### config.mk
export PLATFORM = sky130hd
export DESIGN_NAME = timer_display_alarm
export DESIGN_NICKNAME = d
export VERILOG_FILES = /design/src/rtl/timer_display_alarm.sv
export SDC_FILE = /design/constraint.sdc
export NUM_CORES = 1
export LEC_CHECK = 0
export BUFFER_PORTS_ARGS = -buffer_cell sky130_fd_sc_hd__buf_4
export CAP_MARGIN = 20
export CORE_MARGIN = 1.5
export CORE_UTILIZATION = 45
export DETAILED_ROUTE_END_ITERATION = 7
export HOLD_SLACK_MARGIN = 0.12
export PLACE_DENSITY = 0.67
export SLEW_MARGIN = 30
export SYNTH_ARGS = -nofsm -noshare
export SYNTH_HDL_FRONTEND = slang
export SYNTH_SLANG_ARGS = --single-unit
### constraint.sdc
create_clock -name clk -period 2.3 [get_ports clk]
set_clock_uncertainty 0.05 [all_clocks]
set_input_delay 0 -clock clk [delete_from_list [all_inputs] [get_ports clk]]
set_output_delay 0 -clock clk [all_outputs]
set_load 0.005 [all_outputs]
### src/rtl/timer_display_alarm.sv
// Display and alarm side of the timer: double-dabble BCD conversion of the time value,
// a scanned 3-digit 7-segment display with leading-zero blanking, and a timed alarm on done.
module timer_display_alarm #(
    parameter int SCAN_DIV     = 4,
    parameter int ALARM_CYCLES = 16
) (
    input  logic        clk,
    input  logic        reset,
    input  logic [7:0]  time_in,
    input  logic        done_in,
    input  logic        ack,
    output logic [11:0] bcd,
    output logic        bcd_valid,
    output logic        busy,
    output logic [2:0]  an,
    output logic [6:0]  seg,
    output logic        alarm
);

    typedef enum logic [1:0] {IDLE, SHIFT, DONE} state_t;

    localparam int PW = (SCAN_DIV > 1) ? $clog2(SCAN_DIV) : 1;
    localparam int AW = $clog2(ALARM_CYCLES + 1);

    state_t        state, state_nxt;
    logic [19:0]   shift_reg;
    logic [2:0]    shift_cnt;
    logic [7:0]    last_val;
    logic          force_flag;
    logic          start;

    logic [PW-1:0] prescale;
    logic [1:0]    digit;
    logic [3:0]    nibble;
    logic          blank;

    logic [AW-1:0] alarm_cnt;
    logic          done_d;
    logic          done_rise;

    // One double-dabble iteration: correct each BCD nibble, then shift the whole register.
    function automatic logic [19:0] dabble(input logic [19:0] r);
        logic [19:0] t;
        t = r;
        for (int i = 0; i < 3; i++) begin
            if (t[8 + 4*i +: 4] >= 4'd5)
                t[8 + 4*i +: 4] = t[8 + 4*i +: 4] + 4'd3;
        end
        return {t[18:0], 1'b0};
    endfunction

    assign start = (time_in != last_val) || force_flag;

    // NOTE: sequential state uses non-blocking assignments so every register samples pre-edge values.
    always_ff @(posedge clk or posedge reset) begin
        if (reset) state <= IDLE;
        else       state <= state_nxt;
    end

    always_comb begin
        // NOTE: default assignment first so no path through the case leaves state_nxt unassigned (no latch).
        state_nxt = state;
        case (state)
            IDLE:    if (start) state_nxt = SHIFT;
            SHIFT:   if (shift_cnt == 3'd7) state_nxt = DONE;
            DONE:    state_nxt = IDLE;
            default: state_nxt = IDLE;
        endcase
    end

    always_comb busy = (state != IDLE);

    always_ff @(posedge clk or posedge reset) begin
        if (reset) begin
            shift_reg  <= '0;
            shift_cnt  <= '0;
            last_val   <= '0;
            force_flag <= 1'b1;
            bcd        <= '0;
            bcd_valid  <= 1'b0;
        end else begin
            bcd_valid <= 1'b0;
            case (state)
                IDLE: if (start) begin
                    shift_reg  <= {12'b0, time_in};
                    shift_cnt  <= '0;
                    force_flag <= 1'b0;
                    last_val   <= time_in;
                end
                SHIFT: begin
                    shift_reg <= dabble(shift_reg);
                    shift_cnt <= shift_cnt + 3'd1;
                end
                DONE: begin
                    bcd       <= shift_reg[19:8];
                    bcd_valid <= 1'b1;
                end
                default: ;
            endcase
        end
    end

    always_ff @(posedge clk or posedge reset) begin
        if (reset) begin
            prescale <= '0;
            digit    <= '0;
        end else if (prescale == PW'(SCAN_DIV - 1)) begin
            prescale <= '0;
            digit    <= (digit == 2'd2) ? 2'd0 : digit + 2'd1;
        end else begin
            prescale <= prescale + PW'(1);
        end
    end

    // Digit select and segment decode depend only on registers; a blanked digit keeps its enable.
    always_comb begin
        an     = 3'b001;
        nibble = bcd[3:0];
        blank  = 1'b0;
        case (digit)
            2'd1: begin
                an     = 3'b010;
                nibble = bcd[7:4];
                blank  = (bcd[11:4] == 8'd0);
            end
            2'd2: begin
                an     = 3'b100;
                nibble = bcd[11:8];
                blank  = (bcd[11:8] == 4'd0);
            end
            default: ;
        endcase
        case (nibble)
            4'd0:    seg = 7'h3F;
            4'd1:    seg = 7'h06;
            4'd2:    seg = 7'h5B;
            4'd3:    seg = 7'h4F;
            4'd4:    seg = 7'h66;
            4'd5:    seg = 7'h6D;
            4'd6:    seg = 7'h7D;
            4'd7:    seg = 7'h07;
            4'd8:    seg = 7'h7F;
            4'd9:    seg = 7'h6F;
            default: seg = 7'h00;
        endcase
        if (blank) seg = 7'h00;
    end

    assign done_rise = done_in & ~done_d;

    // A fresh rising edge outranks ack and always reloads the full duration.
    always_ff @(posedge clk or posedge reset) begin
        if (reset) begin
            done_d    <= 1'b0;
            alarm_cnt <= '0;
            alarm     <= 1'b0;
        end else begin
            done_d <= done_in;
            if (done_rise) begin
                alarm_cnt <= AW'(ALARM_CYCLES);
                alarm     <= 1'b1;
            end else if (ack) begin
                alarm_cnt <= '0;
                alarm     <= 1'b0;
            end else if (alarm_cnt != '0) begin
                alarm_cnt <= alarm_cnt - AW'(1);
                alarm     <= (alarm_cnt > AW'(1));
            end else begin
                alarm <= 1'b0;
            end
        end
    end

endmodule

## Word-level counts from Yosys, hierarchy flattened

Memories as Yosys holds them, arrays and structs flattened.
Index checks and enable logic that the tools add are counted.

| cells by class | value |
|---|---|
| $add $sub $neg | 7 |
| $mul | 0 |
| divide/modulo/power cells | 0 |
| $lt $le $gt $ge | 4 |
| equality and inequality tests | 9 |
| shifts and indexed selects | 0 |
| multiplexer cells | 23 |
| bitwise logic cells | 2 |
| reduce and logical (&&, ||, !) cells | 11 |

Operator list:

| kind | count |
|---|---|
| case mux 20 bit (2 select lines) | 1 |
| 2-to-1 mux 20 bit | 1 |
| 2-to-1 mux 5 bit | 3 |
| >= comparator 4 x 3 -> 1 bit, second input constant | 3 |
| case mux 3 bit (2 select lines) | 2 |
| adder 4 x 2 -> 4 bit, second input constant | 2 |
| zero test 8 bit | 1 |
| 2-to-1 mux 2 bit | 4 |
| 2-to-1 mux 4 bit | 2 |
| != test 8 bit | 1 |
| case mux 4 bit (2 select lines) | 1 |
| 2-to-1 mux 7 bit | 1 |
| equality test 2 bit, second input constant | 3 |
| 2-to-1 mux 3 bit | 2 |
| AND reduction 2 bit | 3 |
| greater-than comparator 5 x 1 -> 1 bit, second input constant | 1 |
| nonzero test 5 bit | 1 |
| subtractor 5 x 1 -> 5 bit, second input constant | 1 |
| adder 2 x 1 -> 2 bit, second input constant | 2 |
| equality test 2 x 1 -> 1 bit, second input constant | 2 |
| zero test 4 bit | 1 |
| 2-to-1 mux 1 bit | 4 |
| != test 2 bit, second input constant | 2 |
| case mux 2 bit (2 select lines) | 1 |
| other kinds (10) | 11 |

| storage, ports and cells | value |
|---|---|
| register bits | 58 |
| bits in latches | 0 |
| RAM bits | 0 |
| memory bits (read-only) | 112 |
| input port bits | 12 |
| output and inout bits | 25 |
| logic and storage cells | 69 |
| memories | 1 |

Memories:

| name | depth | bits a word | read ports | clocked after Yosys merged registers in | write ports | RTL line | source |
|---|---|---|---|---|---|---|---|
| (name not given) | 16 | 7 | 1 | 0 | 0 | 133 | `case (nibble)` |

## Longest topological paths before layout

Gate-level depths: netlist (run 1).

| depth | value |
|---|---|
| depth in word-level cells | 4 |
| mapped depth | 8 |
| gate-level depth less buffers | 8 |

## Worst setup path before layout (run 1)

OpenSTA, ideal clock, no wires.

| path | value |
|---|---|
| path kind | register -> output |
| start | register digit[0] |
| end | output seg[3] |
| arrival time | 2.253 ns |
| required time | 2.250 ns |
| slack | -0.003 ns |
| cell stages (with the launch flop) | 9 |
| buffers on the path | 1 |
| cells stage by stage | dfrtp_1 > inv_1 > ha_1 > buf_2 > mux2i_1 > inv_1 > ha_1 > mux2_1 > a211oi_1 |

| between the ends | value |
|---|---|
| cells in the longest elaborated chain, start to end | 4 |
| elaborated cells between the ends (all ways) | 6 |
| classes of those cells | eq/ne (2); mux (3); memory (1) |

RTL lines:

| what | RTL line | source |
|---|---|---|
| start, declared | 33 | `logic [1:0] digit;` |
| start signal, assigned | 109 | `digit <= (digit == 2'd2) ? 2'd0 : digit + 2'd1;` |
| equality test 2 bit or equality test 2 x 1 -> 1 bit (tied branches) | 120 | `case (digit)` |
| case mux 4 bit (2 select lines) | 120 |  |
| memory (16 x 7 bit) | - |  |
| 2-to-1 mux 7 bit (*) | 146 | `if (blank) seg = 7'h00;` |
| end, declared | 16 | `output logic [6:0] seg,` |

Every way passes the cells marked *; elsewhere a longest branch is shown, timed or not.

## Worst setup path in the final report (run 1)

| path | value |
|---|---|
| start | register digit[1] |
| end | output seg[0] |

The elaborated chain is that of the path after synthesis.

==> results of run 1 <==
[where the power goes]
group	total (mW)	internal, mW	switching (mW)
registers	1.87	1.43	0.439
logic	2.78	1.48	1.30
clock network	1.03	0.636	0.398
total	5.68	3.54	2.14
[final timing paths]
kind,startpoint,endpoint,slack [ps],cells after the start
max,digit[1],seg[0],-120,10
min,done_in,done_d,270,2
max reg2reg,last_val[6],shift_reg[2],480,4
min reg2reg,prescale[0],prescale[0],380,1
max in group asynchronous,reset,last_val[2],1350,4
min in group asynchronous,reset,bcd[7],370,4
[worst register-to-register path, cell delays in order, from the launching register on]
cell     delay (ps)
dfrtp_1         390
xnor2_1         220
nand4_2         220
nor4_2          600
a221o_1         260
[cells by family (layout without fill, tap and decap cells)]
logic type | count (synthesis) | after routing | synth area share
DFF | 58 | 58 | 0.4555
xor gates and xnor gates | 14 | 14 | 0.03845
adders and majority gates | 21 | 21 | 0.08238
muxes | 17 | 17 | 0.06159
AOI/OAI and AO/OA | 79 | 79 | 0.1875
and+or+nand+nor | 88 | 88 | 0.1350
buffers and inverters | 31 | 111 | 0.03962
[metal layers]
| layer | track usage | vias to the layer above | wire, µm |
|---|---|---|---|
| li1 | - | 1260 | - |
| met1 | 0.2713 | 1234 | 3362 |
| met2 | 0.2967 | 61 | 3275 |
| met3 | 0.03697 | 13 | 233 |
| met4 | 0.1154 | 0 | 126 |
| met5 | 0 | - | 0 |
[cell type report]
type                    instances  area, µm²
fillers                       556       2596
multi-input cells             219       1759
flip-flops and latches         58       1453
repair buffers                 72      598.1
clock buffers                  11      141.4
well taps                      96      120.1
inverters                      23      86.33
clock inverters                 5      77.57
[per-stage QoR]
stage	TNS, ps	power (mW)
finish	-326.7	5.675
global route	-696.5	6.110
CTS	-135.5	5.523
detailed placement	0	4.319
global placement	0	4.249
floorplan	0	3.467
[timing repair]
action | 4_1_cts | 5_1_grt
pin swaps | 6 | 5
endpoints found under the hold margin | 80 | 0
hold buffers | 11 | 0
gates resized for setup | 18 | 19
endpoints found under the setup margin | 6 | 7
buffers inserted | 7 | 6
[cell usage after synthesis, types with 2 or more instances]
cell type and instances:
dfrtp_1 57, nand2_1 39, inv_1 22, ha_1 21
a22o_1 14, nor2_1 13, xnor2_1 13, a21oi_1 12
o21ai_0 11, nand2b_1 10, mux2_2 8, o211ai_1 7
a221o_1 6, clkbuf_1 5, mux2i_1 5, nand3_1 5
nor3_1 5, a211oi_1 4, o22ai_1 4, mux2_1 3
nor2b_1 3, a21o_1 2, a311oi_1 2, and2_1 2
buf_2 2, nor3b_1 2, o21ai_1 2, o221ai_1 2
o2bb2ai_1 2, o31ai_1 2
[cells in the final DEF, fill, tap and decap left out, drive strengths merged, types with 3 or more instances in the layout]
| cell type | synthesis | layout |
|---|---|---|
| xnor2 | 13 | 13 |
| nand2 | 39 | 39 |
| o22ai | 4 | 4 |
| buf | 3 | 61 |
| a22o | 14 | 14 |
| nand3 | 6 | 6 |
| mux2i | 6 | 6 |
| ha | 21 | 21 |
| o21ai | 13 | 13 |
| clkbuf | 5 | 11 |
| dfrtp | 57 | 57 |
| o211ai | 7 | 7 |
| nand2b | 10 | 10 |
| a221o | 6 | 6 |
| inv | 23 | 23 |
| a211oi | 4 | 4 |
| nor2 | 14 | 14 |
| nor2b | 3 | 3 |
| a21oi | 12 | 12 |
| dlygate4sd3 | 0 | 11 |
| mux2 | 11 | 11 |
| nor3 | 5 | 5 |
==> impl_results.md, run 1 <==
- Status: complete, but fails checks
- CP peak stage delay: 400 ps
- Asr flop ratio synth: 1.000
- Die ar.: 0.007601 mm²
- Syn Area/Cell: 10.35 µm²
- Final Cycle Share: 1.052
- Drt drc: 0
- Number of synthesized flops with an enable pin: 0
- Critical path data arrival time: 2370 ps
- Post-synth net total: 341
- Max FFs per register: 20
- Worst-Skew Late Latency: 340 ps
- Mapped Area: 0.003189 mm²
- Final Max Slew Viols: 0
- Die X: 87.19 µm
- Leak pwr: 1.963 nW
- Slowest-stage cell, CP: dfrtp_1
- Flops & latches, synth: 58
- Vias: 2568
- Die Y: 87.19 µm
- Placed Area: 0.003633 mm²
- Layout cell share with drive strength beyond 1: 0.3119
- Critical path, cell by cell: buf_6, ha_4, a22o_1, mux2i_4, buf_4, inv_2, ha_4, mux2_4, a211oi_2, buf_4
- Gate count of the mapped netlist: 308
- IO buf count: 36
- Placed Cells: 444
- Final wirelength: 6999 µm
- Critical path class: reg2out
- Detail Route Antenna Nets: 0
- Num ports: 37
- First-pass GRT wire length: 11610 µm
- GR Util All Layers: 0.1990
- Yosys top cell by area: dfrtp_1
- Root Buffer: clkbuf_8
- Core ar.: 0.006832 mm²
- Share of Yosys cell area claimed by the top area cell type: 0.4472
- Row cnt: 30
- Final min period: 2421 ps
- Worst slew pin tran: 715.2 ps
- Hpwl dp: 4628 µm
- Clock Tree Buf Depth: 2
- Failing checks: setup timing
- CTS H-Tree Depth: 3
- CTS tree: yes
- WL per Instance: 14.46 µm
- Clock transition at path regs: 70 ps
- Worst Setup End Kind: primary output
- First-iteration detailed-routing DRC count: 147
- TritonCTS buffer count: 9
- Finished Core Util: 0.6200
- Initial antenna violation count: 0
- Required @ worst endpoint: 2250 ps
- Via/cell ratio: 5.306
- Ys flop type: dfrtp_1
- CP Buf/Inv Count: 4
- Worst Setup Slack, final: -120.6 ps
- Worst-path fanout max: 3
- Hold Worst Slack: 266.4 ps
- Pwr/cell area: 1340 mW/mm²
- Max-cap violation count: 0
- Drt pass-1 iters: 4
- RSZ-0062 raised after global routing: yes
- GP Congestion: 0.8493
- Largest net degree at the start of global routing: 59
- Unique cell type count in the Yosys netlist: 53
- NumNets Final: 416
- Hold Path Class: in2reg
- Initial Util: 0.4668
- # setup viols final: 4
- Ranking of synthesized cells by area: dfrtp_1, ha_1, nand2_1
- Register area share after synthesis: 0.4555
- Final Instance Area: 0.004235 mm²
- Num Clock Sinks: 58
- GRT overflow: 0
- Top Family by Delay on Critical Path: buffers and inverters
- Worst VDD drop: 0.5277 mV
- FMAX: 413.1 MHz
- Pre-CTS setup slack: 52.38 ps
- Slew margin rel.: 0.5232
- # diodes: 0
- CP startpoint kind: flip-flop
- Final std cells w/o fill: 484
- Area grow syn2layout: 32.80%
- Vias in the first global route: 2499
- Synth warn: 0
- Final hold vios: 0
Power figures use the tool's default switching activity.
==> run 2, diff against run 1 <==
CORE_UTILIZATION = 30   (was 45)
HOLD_SLACK_MARGIN = 0.08   (was 0.12)
PLACE_DENSITY = not set   (was 0.67)
==> impl_results.md, run 2 (same netlist as run 1, synthesis figures left out) <==
- Status: complete, but fails checks
- Failing checks: setup timing
- Clock Tree Buf Depth: 2 (unchanged)
- Clock transition at path regs: 70 ps (about the same)
- Finished Core Util: 0.4063 (-0.2137)
- Filler Cell Count: 1003 (+80%)
- Required @ worst endpoint: 2250 ps (about the same)
- # diodes: 0 (unchanged)
- Detail Route Antenna Nets: 0 (unchanged)
- Hold Path Class: in2reg
- CP Buf/Inv Count: 5 (+1)
- WL per Instance: 13.94 µm (-3.6%)
- FMAX: 407.4 MHz (-1.4%)
- Final wirelength: 7262 µm (+3.8%)
- Row cnt: 37 (+23%)
- Critical path class: reg2out
- First-pass GRT wire length: 12170 µm (+4.9%)
- Die X: 106.1 µm (+22%)
- Final Max Slew Viols: 0 (unchanged)
- Most frequent cells in the layout: dfrtp_1, buf_4, nand2_1
- Sequential Power Share: 0.343 (+0.014)
- Max FFs per register: 20 (unchanged)
- Num ports: 37 (unchanged)
- Drt pass-1 iters: 6 (+2)
- Worst-path fanout max: 5 (+2)
- Initial Util: 0.3089 (-0.1579)
- GR Util All Layers: 0.1356 (-0.06338)
- GP Congestion: 0.8021 (-5.6%)
- Area grow syn2layout: 31.50%
- Via/cell ratio: 4.921 (-7.2%)
- Vias: 2564 (-0.16%)
- Final min period: 2454 ps (+33.70 ps)
- Die ar.: 0.01126 mm² (+48%)
- Core ar.: 0.01032 mm² (+51%)
- CP peak stage delay: 430 ps (+30 ps)
- Hold Worst Slack: 277.1 ps (+10.74 ps)
- RSZ-0062 raised after global routing: yes
- TritonCTS buffer count: 9 (unchanged)
- Root Buffer: clkbuf_8
- Vias in the first global route: 2526 (+1.1%)
- Crit path top cell by count: buf_4
- Worst Setup End Kind: primary output
- Pwr Total: 5.419 mW (-4.5%)
- Final Cycle Share: 1.067 (+0.01465)
- NumNets Final: 413 (-0.72%)
- Worst slew pin tran: 731.4 ps (+16.19 ps)
- Pwr/cell area: 1292 mW/mm² (-3.6%)
- # setup viols final: 5 (+1)
- Final hold vios: 0 (unchanged)
- Clk network pwr share: 0.153 (-0.029)
- Num Clock Sinks: 58 (unchanged)
- CTS H-Tree Depth: 3 (unchanged)
- Net Sw Frac: 0.3923 (+0.01584)
- Critical path data arrival time: 2400 ps (+30 ps)
- Worst-Skew Late Latency: 330 ps (about the same)
- Hpwl dp: 4801 µm (+3.7%)
- Worst Setup Slack, final: -154.3 ps (-33.70 ps)
- Slew margin rel.: 0.5124 (-0.01079)
- Pint: 3.293 mW (-6.9%)
- Worst VDD drop: 0.6054 mV (+15%)
- Die Y: 106.1 µm (+22%)
- Comb pwr share: 0.504 (+0.015)
- Top Family by Delay on Critical Path: buffers and inverters
- Critical path, cell by cell: inv_2, ha_4, a22o_1, mux2i_2, buf_4, buf_6, buf_4, xnor2_1, o32ai_1, buf_4
- Max-cap violation count: 0 (unchanged)
- Layout cell share with drive strength beyond 1: 0.3039 (-0.007960)
- IO buf count: 36 (unchanged)
- Pre-CTS setup slack: 57.06 ps (+4.684 ps)
- Slowest-stage cell, CP: dfrtp_1
- GRT overflow: 0 (unchanged)
- Initial antenna violation count: 0 (unchanged)
- Drt drc: 0 (unchanged)
- Switch Pwr: 2.126 mW (-0.49%)
- CTS tree: yes
- Leak pwr: 1.900 nW (-3.2%)
- First-iteration detailed-routing DRC count: 110 (-25%)
- Largest net degree at the start of global routing: 59 (unchanged)
- CP startpoint kind: flip-flop
==> run 2: changes by cell type in the layout (fill, tap and decap cells not counted), sizes merged <==
cell,delta
buf,-3
bufinv,-2
clkinv,+1
clkinvlp,+1
==> run 2: timing repair <==
item	CTS	global route
gates cloned	0	0
setup endpoints to repair	7	7
buffers inserted	9	3
gates resized for setup	20	13
pin swaps	9	5
hold endpoints to repair	80	0
hold buffers	11	0
==> run 2: path summary, 6_finish.rpt <==
| check | from | end | slack, ps | cells past startpoint |
|---|---|---|---|---|
| max in group asynchronous | reset | digit[1] | 1300 | 4 |
| worst max register to register | last_val[6] | shift_reg[5] | 530 | 4 |
| min in group asynchronous | reset | last_val[3] | 380 | 4 |
| worst max-delay path | digit[0] | seg[6] | -150 | 10 |
| worst min-delay path | done_in | done_d | 280 | 2 |
| worst min register to register | prescale[0] | prescale[0] | 390 | 1 |
==> run 2: power groups by stage <==
stage | Clock, mW | Sequential (mW) | Combinational [mW]
5_1_grt | 0.901 | 1.92 | 3.06
2_1_floorplan | 0 | 1.73 | 1.73
6_report | 0.827 | 1.86 | 2.73
4_1_cts | 0.852 | 1.86 | 2.64
3_3_place_gp | 0 | 1.86 | 2.40
3_5_place_dp | 0 | 1.87 | 2.47
==> run 2: layout make-up <==
type                            count  area [µm²]  area share
Sequential cell                    58        1454      0.3467
Tap cell                          136       170.2     0.04057
Timing Repair Buffer               69       553.0      0.1319
Inverter                           23       88.84     0.02118
Multi-Input combinational cell    219        1757      0.4189
Clock buffer                       11       141.4     0.03371
Clock inverter                      5       30.03    0.007160
==> run 2: layer usage <==
layer,vias up,part of all wire,GRT usage
met3,8,0.038,0.02882
met5,-,0,0
met2,66,0.46,0.2138
met4,0,0.013,0.05212
met1,1233,0.49,0.1819
li1,1257,-,-
==> run 2: metrics by stage <==
step                      setup TNS [ps]  instances  area (µm²)
after detailed placement               0        483        3676
final                             -686.3        521        4194
after CTS                         -197.6        518        4113
after global routing               -1288        521        4194
after floorplan                        0        308        3193
after global placement                 0        483        3676
==> run 2: worst register-to-register path, stage by stage, from the launching register on <==
cell	delay, ps
dfrtp_1	390
xnor2_1	230
nand4_2	220
nor4_2	560
a221o_1	250
==> run 3, diff against run 2 <==
CORE_UTILIZATION = 44   (was 30)
PLACE_DENSITY = 0.65   (was not set)
==> impl_results.md, run 3 (same netlist as run 1, synthesis figures left out) <==
- Die X: 88.14 µm (-17%)
- Die Y: 88.14 µm (-17%)
- Worst VDD drop: 0.6782 mV (+12%)
- Max-cap violation count: 0 (unchanged)
- Required @ worst endpoint: 2250 ps (about the same)
- CP startpoint: digit[1]
- CTS tree: yes
- Final min period: 2408 ps (-46.13 ps)
- Cells on worst reg2reg path: 4 (unchanged)
- Most frequent cells in the layout: buf_4, dfrtp_1, nand2_1
- Final std cells w/o fill: 484 (-7.1%)
- Critical path data arrival time: 2360 ps (-40 ps)
- Clock transition at path regs: 70 ps (about the same)
- Root Buffer: clkbuf_8
- WL per Instance: 14.75 µm (+5.8%)
- Net Sw Frac: 0.3730 (-0.01923)
- Max FFs per register: 20 (unchanged)
- Critical Path Sink: seg[5]
- CP startpoint kind: flip-flop
- Initial antenna violation count: 0 (unchanged)
- Clk network pwr share: 0.192 (+0.039)
- Die ar.: 0.007768 mm² (-31%)
- GP Congestion: 0.8361 (+4.2%)
- Pint: 3.583 mW (+8.8%)
- # diodes: 0 (unchanged)
- Sequential Power Share: 0.322 (-0.021)
- Reg-to-reg critical path endpoint: shift_reg[2]
- Vias: 2549 (-0.59%)
- Comb pwr share: 0.485 (-0.019)
- Critical path class: reg2out
- First-pass GRT wire length: 12050 µm (-1.0%)
- Drt pass-1 iters: 4 (-2)
- Placed Area: 0.003649 mm² (-0.75%)
- Worst Setup End Kind: primary output
- Hold Path Class: in2async
- Switch Pwr: 2.132 mW (+0.29%)
- # setup viols final: 4 (-1)
- RSZ-0062 raised after global routing: yes
- Slew margin rel.: 0.5485 (+0.03612)
- Row cnt: 30 (-19%)
- Final hold vios: 0 (unchanged)
- First-iteration detailed-routing DRC count: 121 (+10%)
- Leak pwr: 1.958 nW (+3.1%)
- GRT overflow: 0 (unchanged)
- Num ports: 37 (unchanged)
- Final Instance Area: 0.004218 mm² (+0.57%)
- FMAX: 415.2 MHz (+1.9%)
- Layout cell share with drive strength beyond 1: 0.3119 (+0.007960)
- Pwr/cell area: 1355 mW/mm² (+4.9%)
- Core ar.: 0.006907 mm² (-33%)
- Fin Setup TNS: -306.0 ps (+380.4 ps)
- Worst-path fanout max: 5 (unchanged)
- Largest net degree at the start of global routing: 33 (-44%)
- Area grow syn2layout: 32.25%
- Detail Route Antenna Nets: 0 (unchanged)
- Initial Util: 0.4618 (+0.1528)
- Clock Tree Buf Depth: 2 (unchanged)
- Final Cycle Share: 1.047 (-0.02006)
- Num Clock Sinks: 58 (unchanged)
- Worst-Skew Late Latency: 340 ps (about the same)
- Placed Cells: 446 (-7.7%)
- Worst reg2reg startpoint: last_val[6]
- Final Max Slew Viols: 0 (unchanged)
- Status: complete, but fails checks
- Vias in the first global route: 2524 (-0.079%)
- Hpwl dp: 4940 µm (+2.9%)
- Failing checks: setup timing
- R2R Setup Slk: 460 ps (-70 ps)
- CTS H-Tree Depth: 3 (unchanged)
- Worst slew pin tran: 671.6 ps (-59.78 ps)
- TritonCTS buffer count: 9 (unchanged)
- Commonest non-fill, non-tap cell in the layout: buf_4
- Drt drc: 0 (unchanged)
- Pwr Total: 5.715 mW (+5.5%)
- Via/cell ratio: 5.267 (+7.0%)
- GR Util All Layers: 0.2061 (+0.07045)
- IO buf count: 36 (unchanged)
- NumNets Final: 416 (+0.73%)
- Final wirelength: 7139 µm (-1.7%)
- Worst Setup Slack, final: -108.2 ps (+46.13 ps)
## run 3: final cells by class
class / count / area (µm²)
clock buffer: 12 / 165.2
multi-input combinational: 219 / 1742
inverter: 23 / 86.33
timing repair buffer: 72 / 579.3
clock inverter: 4 / 72.57
sequential: 58 / 1453
tap: 96 / 120.1
fill: 607 / 2689
## run 3: how the worst min path moves through the flow
stage | startpoint | end | slack [ps] | cells after the start
floorplan | done_in | done_d | -20 | 0
global route | done_in | done_d | 250 | 2
global placement | done_in | done_d | 70 | 1
CTS | done_in | done_d | 250 | 2
finish | reset | prescale[1] | 270 | 3
detailed placement | done_in | done_d | 70 | 1
## run 3: metal layers
metal  wire (µm)  share of wire  track usage  vias to the layer above
met2        3443           0.48       0.3296                       45
met3         277          0.039      0.07069                        6
li1            -              -            -                     1261
met4          46         0.0064      0.06818                        0
met5           0              0            0                        -
met1        3372           0.47       0.2628                     1237
## run 3: power groups by stage
stage               clock network (mW)  logic, mW  registers [mW]
floorplan                            0       1.73            1.73
finish                            1.10       2.77            1.84
global placement                     0       2.44            1.84
detailed placement                   0       2.52            1.84
global route                      1.17       3.08            1.90
CTS                               1.12       2.70            1.84
## run 3: per-stage QoR
step	setup slack (ps)	hold slack, ps	util
after floorplan	72.67	-18.57	-
after global placement	142.0	70.99	0.5283
after CTS	-74.35	245.9	0.6027
after global routing	-197.4	251.6	0.6107
final	-108.2	265.1	0.6107
after detailed placement	42.47	72.33	0.5283
## run 3: critical path: stages, from the launching register on
cell	delay (ps)
dfrtp_1	400
buf_6	130
ha_4	160
a22o_1	260
mux2i_4	220
inv_2	90
ha_2	210
nand2b_4	150
a311oi_2	250
buf_4	150
## run 3: repair_timing
item                                    CTS  global route
hold buffers                             11             0
endpoints found under the hold margin    53             0
setup buffers                             8             3
endpoints found under the setup margin    6             7
resized for setup                        21             9
pin swaps                                 5             3
